File: src/rtl/keypad_emulator.sv
// keypad_emulator: scripted 4x4 matrix keypad returning col for the scanner's one-hot rows drive.
// Define KEYPAD_EMU_BOUNCE_EN to add contact-bounce windows around each press and release.
module keypad_emulator #(
  parameter int BOUNCE_CYCLES = 32,
  parameter int BOUNCE_PERIOD = 4,
  parameter int GAP_CYCLES    = 400
) (
  input  logic        clk,
  input  logic        reset,
  input  logic [3:0]  rows,
  output logic [3:0]  col,
  input  logic        key_valid,
  input  logic [3:0]  key_code,
  input  logic [15:0] key_hold,
  output logic        key_ready,
  output logic        busy,
  output logic        done
);
`ifdef KEYPAD_EMU_BOUNCE_EN
  typedef enum logic [2:0] {IDLE, B_PRESS, HOLD, B_REL, GAP} state_t;
`else
  typedef enum logic [1:0] {IDLE, HOLD, GAP} state_t;
`endif
  state_t state, state_d;
  logic [3:0] code;
  logic [15:0] cnt, hold_len;
  logic contact;
`ifdef KEYPAD_EMU_BOUNCE_EN
  logic [15:0] hold_q;
  logic [7:0] bcnt, pcnt;
  logic phase;
  assign hold_len = hold_q == 16'd0 ? 16'd1 : hold_q;
  always_comb begin
    state_d = state;
    case (state)
      IDLE:    state_d = key_valid ? B_PRESS : IDLE;
      B_PRESS: state_d = bcnt == 8'd1 ? HOLD : B_PRESS;
      HOLD:    state_d = cnt == 16'd1 ? B_REL : HOLD;
      B_REL:   state_d = bcnt == 8'd1 ? GAP : B_REL;
      GAP:     state_d = cnt == 16'd1 ? IDLE : GAP;
      default: state_d = IDLE;
    endcase
  end
  always_comb contact = (state == HOLD) | (state == B_PRESS & phase) | (state == B_REL & ~phase);
  // Bounce window and toggle period are reloaded on every entry to a bounce state.
  always_ff @(posedge clk or negedge reset) begin
    if (!reset) begin
      hold_q <= '0;
      bcnt   <= '0;
      pcnt   <= '0;
      phase  <= 1'b0;
    end else begin
      if (state == IDLE && key_valid) hold_q <= key_hold;
      if (state_d != state && (state_d == B_PRESS || state_d == B_REL)) begin
        bcnt  <= 8'(BOUNCE_CYCLES);
        pcnt  <= 8'(BOUNCE_PERIOD);
        phase <= 1'b1;
      end else if (state == B_PRESS || state == B_REL) begin
        bcnt  <= bcnt - 8'd1;
        pcnt  <= pcnt == 8'd1 ? 8'(BOUNCE_PERIOD) : pcnt - 8'd1;
        phase <= pcnt == 8'd1 ? ~phase : phase;
      end
    end
  end
`else
  logic unused_cfg;
  assign unused_cfg = ^{8'(BOUNCE_CYCLES), 8'(BOUNCE_PERIOD)};
  assign hold_len = key_hold == 16'd0 ? 16'd1 : key_hold;
  always_comb begin
    state_d = state;
    case (state)
      IDLE:    state_d = key_valid ? HOLD : IDLE;
      HOLD:    state_d = cnt == 16'd1 ? GAP : HOLD;
      GAP:     state_d = cnt == 16'd1 ? IDLE : GAP;
      default: state_d = IDLE;
    endcase
  end
  always_comb contact = state == HOLD;
`endif
  always_ff @(posedge clk or negedge reset) begin
    if (!reset) begin
      state <= IDLE;
      code  <= '0;
      cnt   <= '0;
      col   <= '0;
    end else begin
      state <= state_d;
      col   <= contact ? ({4{rows[code[3:2]]}} & (4'b0001 << code[1:0])) : 4'b0000;
      if (state == IDLE && key_valid) code <= key_code;
      if (state_d != state) cnt <= state_d == HOLD ? hold_len : state_d == GAP ? 16'(GAP_CYCLES) : 16'd0;
      else if (cnt != 16'd0) cnt <= cnt - 16'd1;
    end
  end
  assign key_ready = state == IDLE;
  assign busy      = state != IDLE;
  assign done      = state == GAP && cnt == 16'd1;
endmodule

File: config.mk
export PLATFORM = sky130hd
export DESIGN_NAME = keypad_emulator
export DESIGN_NICKNAME = d
export VERILOG_FILES = /design/src/rtl/keypad_emulator.sv
export SDC_FILE = /design/constraint.sdc
export NUM_CORES = 1
export LEC_CHECK = 0
export ABC_AREA = 1
export CAP_MARGIN = 25
export CORE_MARGIN = 2
export CORE_UTILIZATION = 45
export DETAILED_ROUTE_END_ITERATION = 8
export GPL_ROUTABILITY_DRIVEN = 0
export PLACE_DENSITY = 0.71
export SYNTH_ARGS = -nofsm -noshare
export SYNTH_HDL_FRONTEND = slang
export SYNTH_SLANG_ARGS = --single-unit
File: constraint.sdc
create_clock -name clk -period 1.6 [get_ports clk]
set_input_delay 0.24 -clock clk [delete_from_list [all_inputs] [get_ports clk]]
set_output_delay 0.24 -clock clk [all_outputs]
set_load 0.005 [all_outputs]
* Word-level counts from Yosys, hierarchy flattened
Cells that the tools add are included.
Storage, ports and cells: bits in registers 26, output and inout port bits 7, word-level logic and storage cells 33
Operators by class: reductions and logical operators 7, bitwise gates (word level) 1, shift operators 1, add/subtract/negate cells 1, order comparisons 1, equality and inequality tests 6, mux-type cells 12
Operators by type and width (number):
- $mux 16 | 4
- $eq 16x1->1 const B | 1
- $logic_not 16->1 | 1
- $reduce_bool 16->1 | 1
- $sub 16x1->16 const B | 1
- $mux 9 | 1
- $pmux 2 s3 | 1
- $and 4x4->4 | 1
- $eq 2x1->1 const B | 2
- $eq 2x2->1 const B | 2
- $mux 2 | 2
- $mux 4 | 1
- $reduce_bool 2->1 | 2
- $shl 1x2->4 const A | 1
- $lt 2x3->1 const B | 1
- $bmux 1 s2 | 1
- $logic_and 1x1->1 | 2
- $logic_not 2->1 | 1
- $mux 1 | 2
- $ne 2x2->1 | 1

* Longest topological paths before layout
word-level depth 7, gate-level depth with buffers 11, mapped depth without buffers 11

* Worst setup path after synthesis
No wires, ideal clock.
kind reg-to-reg, start point register cnt[0], end point register cnt[10], buffers on the path 0, setup slack -0.040 ns, cell stages (with the launch flop) 7, data arrival time 1.508 ns, required time 1.468 ns, path through dfrtp_1 -> inv_1 -> ha_1 -> nor3b_1 -> nand3_4 -> nor2_4 -> a21oi_2
On the way: longest elaborated chain between the ends 6, elaborated cells on any way between the ends 12
Ends and longest elaborated chain:
- start: declaration | RTL line 26 | logic [15:0] cnt, hold_len;
- start signal: assignment | RTL line 90 | if (state_d != state) cnt <= state_d == HOLD ? hold_len : state_d == GAP ? 16'(GAP_CYCLES) : 16'd0;
- start signal: assignment | RTL line 91 | else if (cnt != 16'd0) cnt <= cnt - 16'd1;
- $eq 16x1->1 | RTL line 73, 74
- $mux 2, on equally long branches | RTL line 73, 74
- $pmux 2 s3 | RTL line 71 | case (state)
- $eq 2x1->1 | RTL line 90
- $mux 16 (2 in series) | RTL line 90
Parallel ways exist; a longest one is shown, timed or not. The select of a mux whose other input is x is not followed. A chain may end at the register's enable or synchronous reset.

* Final worst setup path
start point register cnt[1], end point output done
On the way: longest elaborated chain between the ends 2
Ends and longest elaborated chain:
- $eq 16x1->1 | RTL line 96 | assign done = state == GAP && cnt == 16'd1;
- $logic_and 1x1->1 | RTL line 96
- end: declaration | RTL line 17 | output logic done
Every way passes these cells.

==> impl_metrics.prom <==
# TYPE chip_impl_metric gauge
chip_impl_info{name="status",value="finished, violations left"} 1
chip_impl_info{name="failed_checks",value="setup timing"} 1
chip_impl_info{name="critical_path.most_common_cell",value="sky130_fd_sc_hd__nand2_4"} 1
chip_impl_metric{name="worstPathBufferInverterCount",unit=""} 2
chip_impl_metric{name="detail_route.vias_per_cell",unit=""} 4.93
chip_impl_metric{name="fp.dieH",unit="um"} 68.4
chip_impl_metric{name="finClkSkew",unit="ns"} 0.00902
chip_impl_metric{name="placement.cell_area",unit="um^2"} 2520
chip_impl_metric{name="setup_viol",unit=""} 1
chip_impl_metric{name="regToRegSetupSlack",unit="ns"} 0
chip_impl_metric{name="grtUsageTotal",unit="%"} 23.7
chip_impl_metric{name="ant_nets",unit=""} 0
chip_impl_metric{name="number_of_clock_sinks",unit=""} 26
chip_impl_metric{name="timing.reg2reg.worst_path_depth",unit=""} 10
chip_impl_metric{name="detailedRoute.firstIterationViolations",unit=""} 44
chip_impl_metric{name="drt-wirelength-per-cell",unit="um"} 13.9
chip_impl_info{name="slowest_stage",value="sky130_fd_sc_hd__dfrtp_1"} 1
chip_impl_metric{name="port_buffers",unit=""} 33
chip_impl_info{name="yosys.area.top_type",value="sky130_fd_sc_hd__dfrtp_1"} 1
chip_impl_metric{name="cts.htree.levels",unit=""} 1
chip_impl_metric{name="syn_to_final_growth",unit="%"} 49.1
chip_impl_info{name="tritoncts",value="done"} 1
chip_impl_info{name="ys_top_cells_by_area",value="sky130_fd_sc_hd__dfrtp_1, sky130_fd_sc_hd__nand2_1, sky130_fd_sc_hd__nor2_1"} 1
chip_impl_metric{name="synthesis.instances",unit=""} 252
chip_impl_metric{name="initial_antenna_violation_count",unit=""} 0
chip_impl_metric{name="critPathMaxFanout",unit=""} 2
chip_impl_metric{name="worst-endpoint-arrival",unit="ns"} 1.37
chip_impl_metric{name="core_region_area",unit="um^2"} 4000
chip_impl_metric{name="initial_utilization",unit="%"} 46.7
chip_impl_metric{name="clock.fmax",unit="MHz"} 621
chip_impl_info{name="critPathCaptureType",value="output port"} 1
chip_impl_info{name="crit_path_start_kind",value="register"} 1
chip_impl_metric{name="drcViolationCount",unit=""} 0
chip_impl_metric{name="timing_worst_slew_pin_value",unit="ns"} 0.337
chip_impl_metric{name="clk_pin_slew_worst_paths",unit="ns"} 0.10
chip_impl_metric{name="post_cts_hold_buffer_count",unit=""} 0
chip_impl_metric{name="yosys_register_bits",unit=""} 26
chip_impl_metric{name="synth_area",unit="um^2"} 1870
chip_impl_metric{name="vias",unit=""} 1875
chip_impl_info{name="path_class",value="register to output port"} 1
chip_impl_metric{name="grt_overflow",unit=""} 0
chip_impl_metric{name="synth_top_area_share",unit="%"} 34.9
chip_impl_metric{name="report.final.slew_viol_count",unit=""} 0
chip_impl_metric{name="synthesis.area_per_instance",unit="um^2"} 7.41
chip_impl_metric{name="die_w",unit="um"} 68.4
chip_impl_metric{name="synthesis.nets",unit=""} 282
chip_impl_metric{name="p_leak",unit="nW"} 1.34
chip_impl_metric{name="dp_hpwl",unit="mm"} 3.70
chip_impl_metric{name="fraction_of_the_core_area_covered_by_cells_at_the_end_of_the_flow",unit="%"} 69.6
chip_impl_metric{name="design.die.area",unit="um^2"} 4680
chip_impl_metric{name="power_density",unit="nW/um^2"} 1550
chip_impl_metric{name="power.ir.vdd_worst",unit="uV"} 735
chip_impl_metric{name="cts_made_buffers",unit=""} 3
chip_impl_info{name="min_path_type",value="input port to asynchronous set/reset pin"} 1
chip_impl_metric{name="max-clock-path-buffers",unit=""} 2
chip_impl_metric{name="fp-row-count",unit=""} 23
chip_impl_metric{name="final_hold_viol_count",unit=""} 0
chip_impl_metric{name="num_antenna_cells",unit=""} 0
chip_impl_metric{name="num-nets-final",unit=""} 361
chip_impl_metric{name="post_route_cell_area",unit="um^2"} 2780
chip_impl_info{name="path_cells",value="inv_2 -> ha_4 -> nand2_4 -> nor2_4 -> nand2_4 -> nor2_2 -> buf_2"} 1
chip_impl_metric{name="timing.max_slew.rel_slack",unit="%"} 77.5
chip_impl_info{name="worstReg2RegEnd",value="cnt[13]$_DFFE_PN0P_"} 1
chip_impl_metric{name="totalWireLength",unit="mm"} 5.27
chip_impl_metric{name="cp_data_required_time",unit="ns"} 1.36
chip_impl_metric{name="ys.warnings.count",unit=""} 0
chip_impl_metric{name="vias_in_the_first_global_route",unit=""} 1727
chip_impl_info{name="rsz0062_at_grt",value="true"} 1
chip_impl_metric{name="critPathMaxStageDelay",unit="ns"} 0.41
chip_impl_metric{name="clkLatencyLatePin",unit="ns"} 0.28
chip_impl_metric{name="synth.lib_cells_used.distinct",unit=""} 29
chip_impl_metric{name="synth_seq_area_share",unit="%"} 34.9
chip_impl_metric{name="global_route_wire_length_before_repair",unit="mm"} 8.14
chip_impl_metric{name="layoutNonFillerInstCount",unit=""} 380
chip_impl_metric{name="num_io_pins",unit=""} 34
chip_impl_metric{name="layout-drive-gt1-share",unit="%"} 36.1
chip_impl_info{name="critical-path-top-delay-family",value="flip-flops"} 1
chip_impl_metric{name="place_inst",unit=""} 367
chip_impl_metric{name="final.setup.worst_slack",unit="ns"} -0.00925
chip_impl_metric{name="finalWorstPathRequiredPeriod",unit="ns"} 1.61
chip_impl_info{name="timing.rr.start",value="cnt[1]$_DFFE_PN0P_"} 1
chip_impl_metric{name="drt_pre_antenna_iters",unit=""} 4
chip_impl_metric{name="pin_count_of_the_biggest_net_entering_global_routing",unit=""} 27
chip_impl_metric{name="drv.max_cap_violation_count",unit=""} 0
chip_impl_info{name="cts-root-buf",value="sky130_fd_sc_hd__clkbuf_8"} 1
chip_impl_metric{name="post-route-period-util",unit="%"} 101
cell type report:
class                           count  area, um^2
Clock buffer                        4        55.1
Timing Repair Buffer               76         673
Tap cell                           50        62.6
Fill cell                         305        1220
Multi-Input combinational cell    199        1240
Inverter                           25        97.6
Sequential cell                    26         651
registers in the layout, indices dropped and copies added, names as in the netlist:
signal and flops:
cnt 16, state 2, code 4, col 4
Yosys cell counts, drive strengths merged:
library cell,n
and3,1
nor3b,1
a21oi,14
nor2,49
xor2,3
dfrtp,26
nor4,2
nand3,8
buf,1
xnor2,2
o211ai,1
inv,24
nand4,10
clkbuf,2
nand3b,6
ha,3
o21ai,4
nand2,94
clkinv,1
where the power goes:
group / internal [mW] / switching (mW)
registers: 0.949 / 0.221
logic: 1.25 / 1.44
clock network: 0.221 / 0.223
total: 2.42 / 1.88
cell usage in the layout (no fill, tap or decap), types with 3 or more instances in the layout:
cell                              count
sky130_fd_sc_hd__buf_4               39
sky130_fd_sc_hd__nand2_1             78
sky130_fd_sc_hd__clkdlybuf4s50_1     30
sky130_fd_sc_hd__nor2_4              10
sky130_fd_sc_hd__nand4_1             10
sky130_fd_sc_hd__nand3_1              3
sky130_fd_sc_hd__inv_2                8
sky130_fd_sc_hd__nor2_1              27
sky130_fd_sc_hd__nand2_4              7
sky130_fd_sc_hd__nand3_2              4
sky130_fd_sc_hd__o21ai_0              4
sky130_fd_sc_hd__buf_6                3
sky130_fd_sc_hd__dfrtp_1             26
sky130_fd_sc_hd__nand2_2              9
sky130_fd_sc_hd__nor2_2              11
sky130_fd_sc_hd__inv_1               15
sky130_fd_sc_hd__nand3b_1             6
sky130_fd_sc_hd__clkbuf_8             4
sky130_fd_sc_hd__a21oi_2             11
through the flow:
step                      setup WS [ns]   TNS, ns  hold WS [ns]  power (mW)
after floorplan                  0.0964         0       -0.0556        2.44
after global placement          -0.0972    -0.207         0.441        3.37
after detailed placement         -0.124    -0.399         0.468        3.42
after CTS                       -0.0136   -0.0136         0.333        3.92
after global routing            -0.0735    -0.667         0.367        4.64
final                          -0.00925  -0.00925         0.317        4.30
routing by layer:
metal  vias up  global-route usage (%)  part of all wire (%)
li1        953                       -                     -
met4         0                    5.25                   1.2
met5         -                       0                     0
met3         6                    2.96                   3.0
met1       882                    34.2                    47
met2        34                    37.7                    49
cell families after synthesis:
family	share of synthesized area, %
buf+inv	6.03
flops	34.9
compound gates	8.24
fa+ha+maj	2.01
simple gates	46.5
xor+xnor	2.35
timing repair:
action | 4_1_cts | 5_1_grt
gates resized for setup | 7 | 34
cloned | 0 | 1
pin swaps | 2 | 10
endpoints found under the setup margin | 15 | 18
setup buffers | 3 | 5
how the worst max path moves through the flow:
stage / cells past startpoint / start / slack [ns] / end
2_1_floorplan: 6 / cnt[0]$_DFFE_PN0P_ / 0.1 / cnt[10]$_DFFE_PN0P_
6_report: 7 / cnt[1]$_DFFE_PN0P_ / -0.009 / done
4_1_cts: 7 / cnt[1]$_DFFE_PN0P_ / -0.01 / done
5_1_grt: 7 / cnt[1]$_DFFE_PN0P_ / -0.07 / done
3_3_place_gp: 7 / cnt[1]$_DFFE_PN0P_ / -0.1 / done
3_5_place_dp: 7 / cnt[1]$_DFFE_PN0P_ / -0.12 / done
No activity file was read; power rests on OpenSTA's default activity.
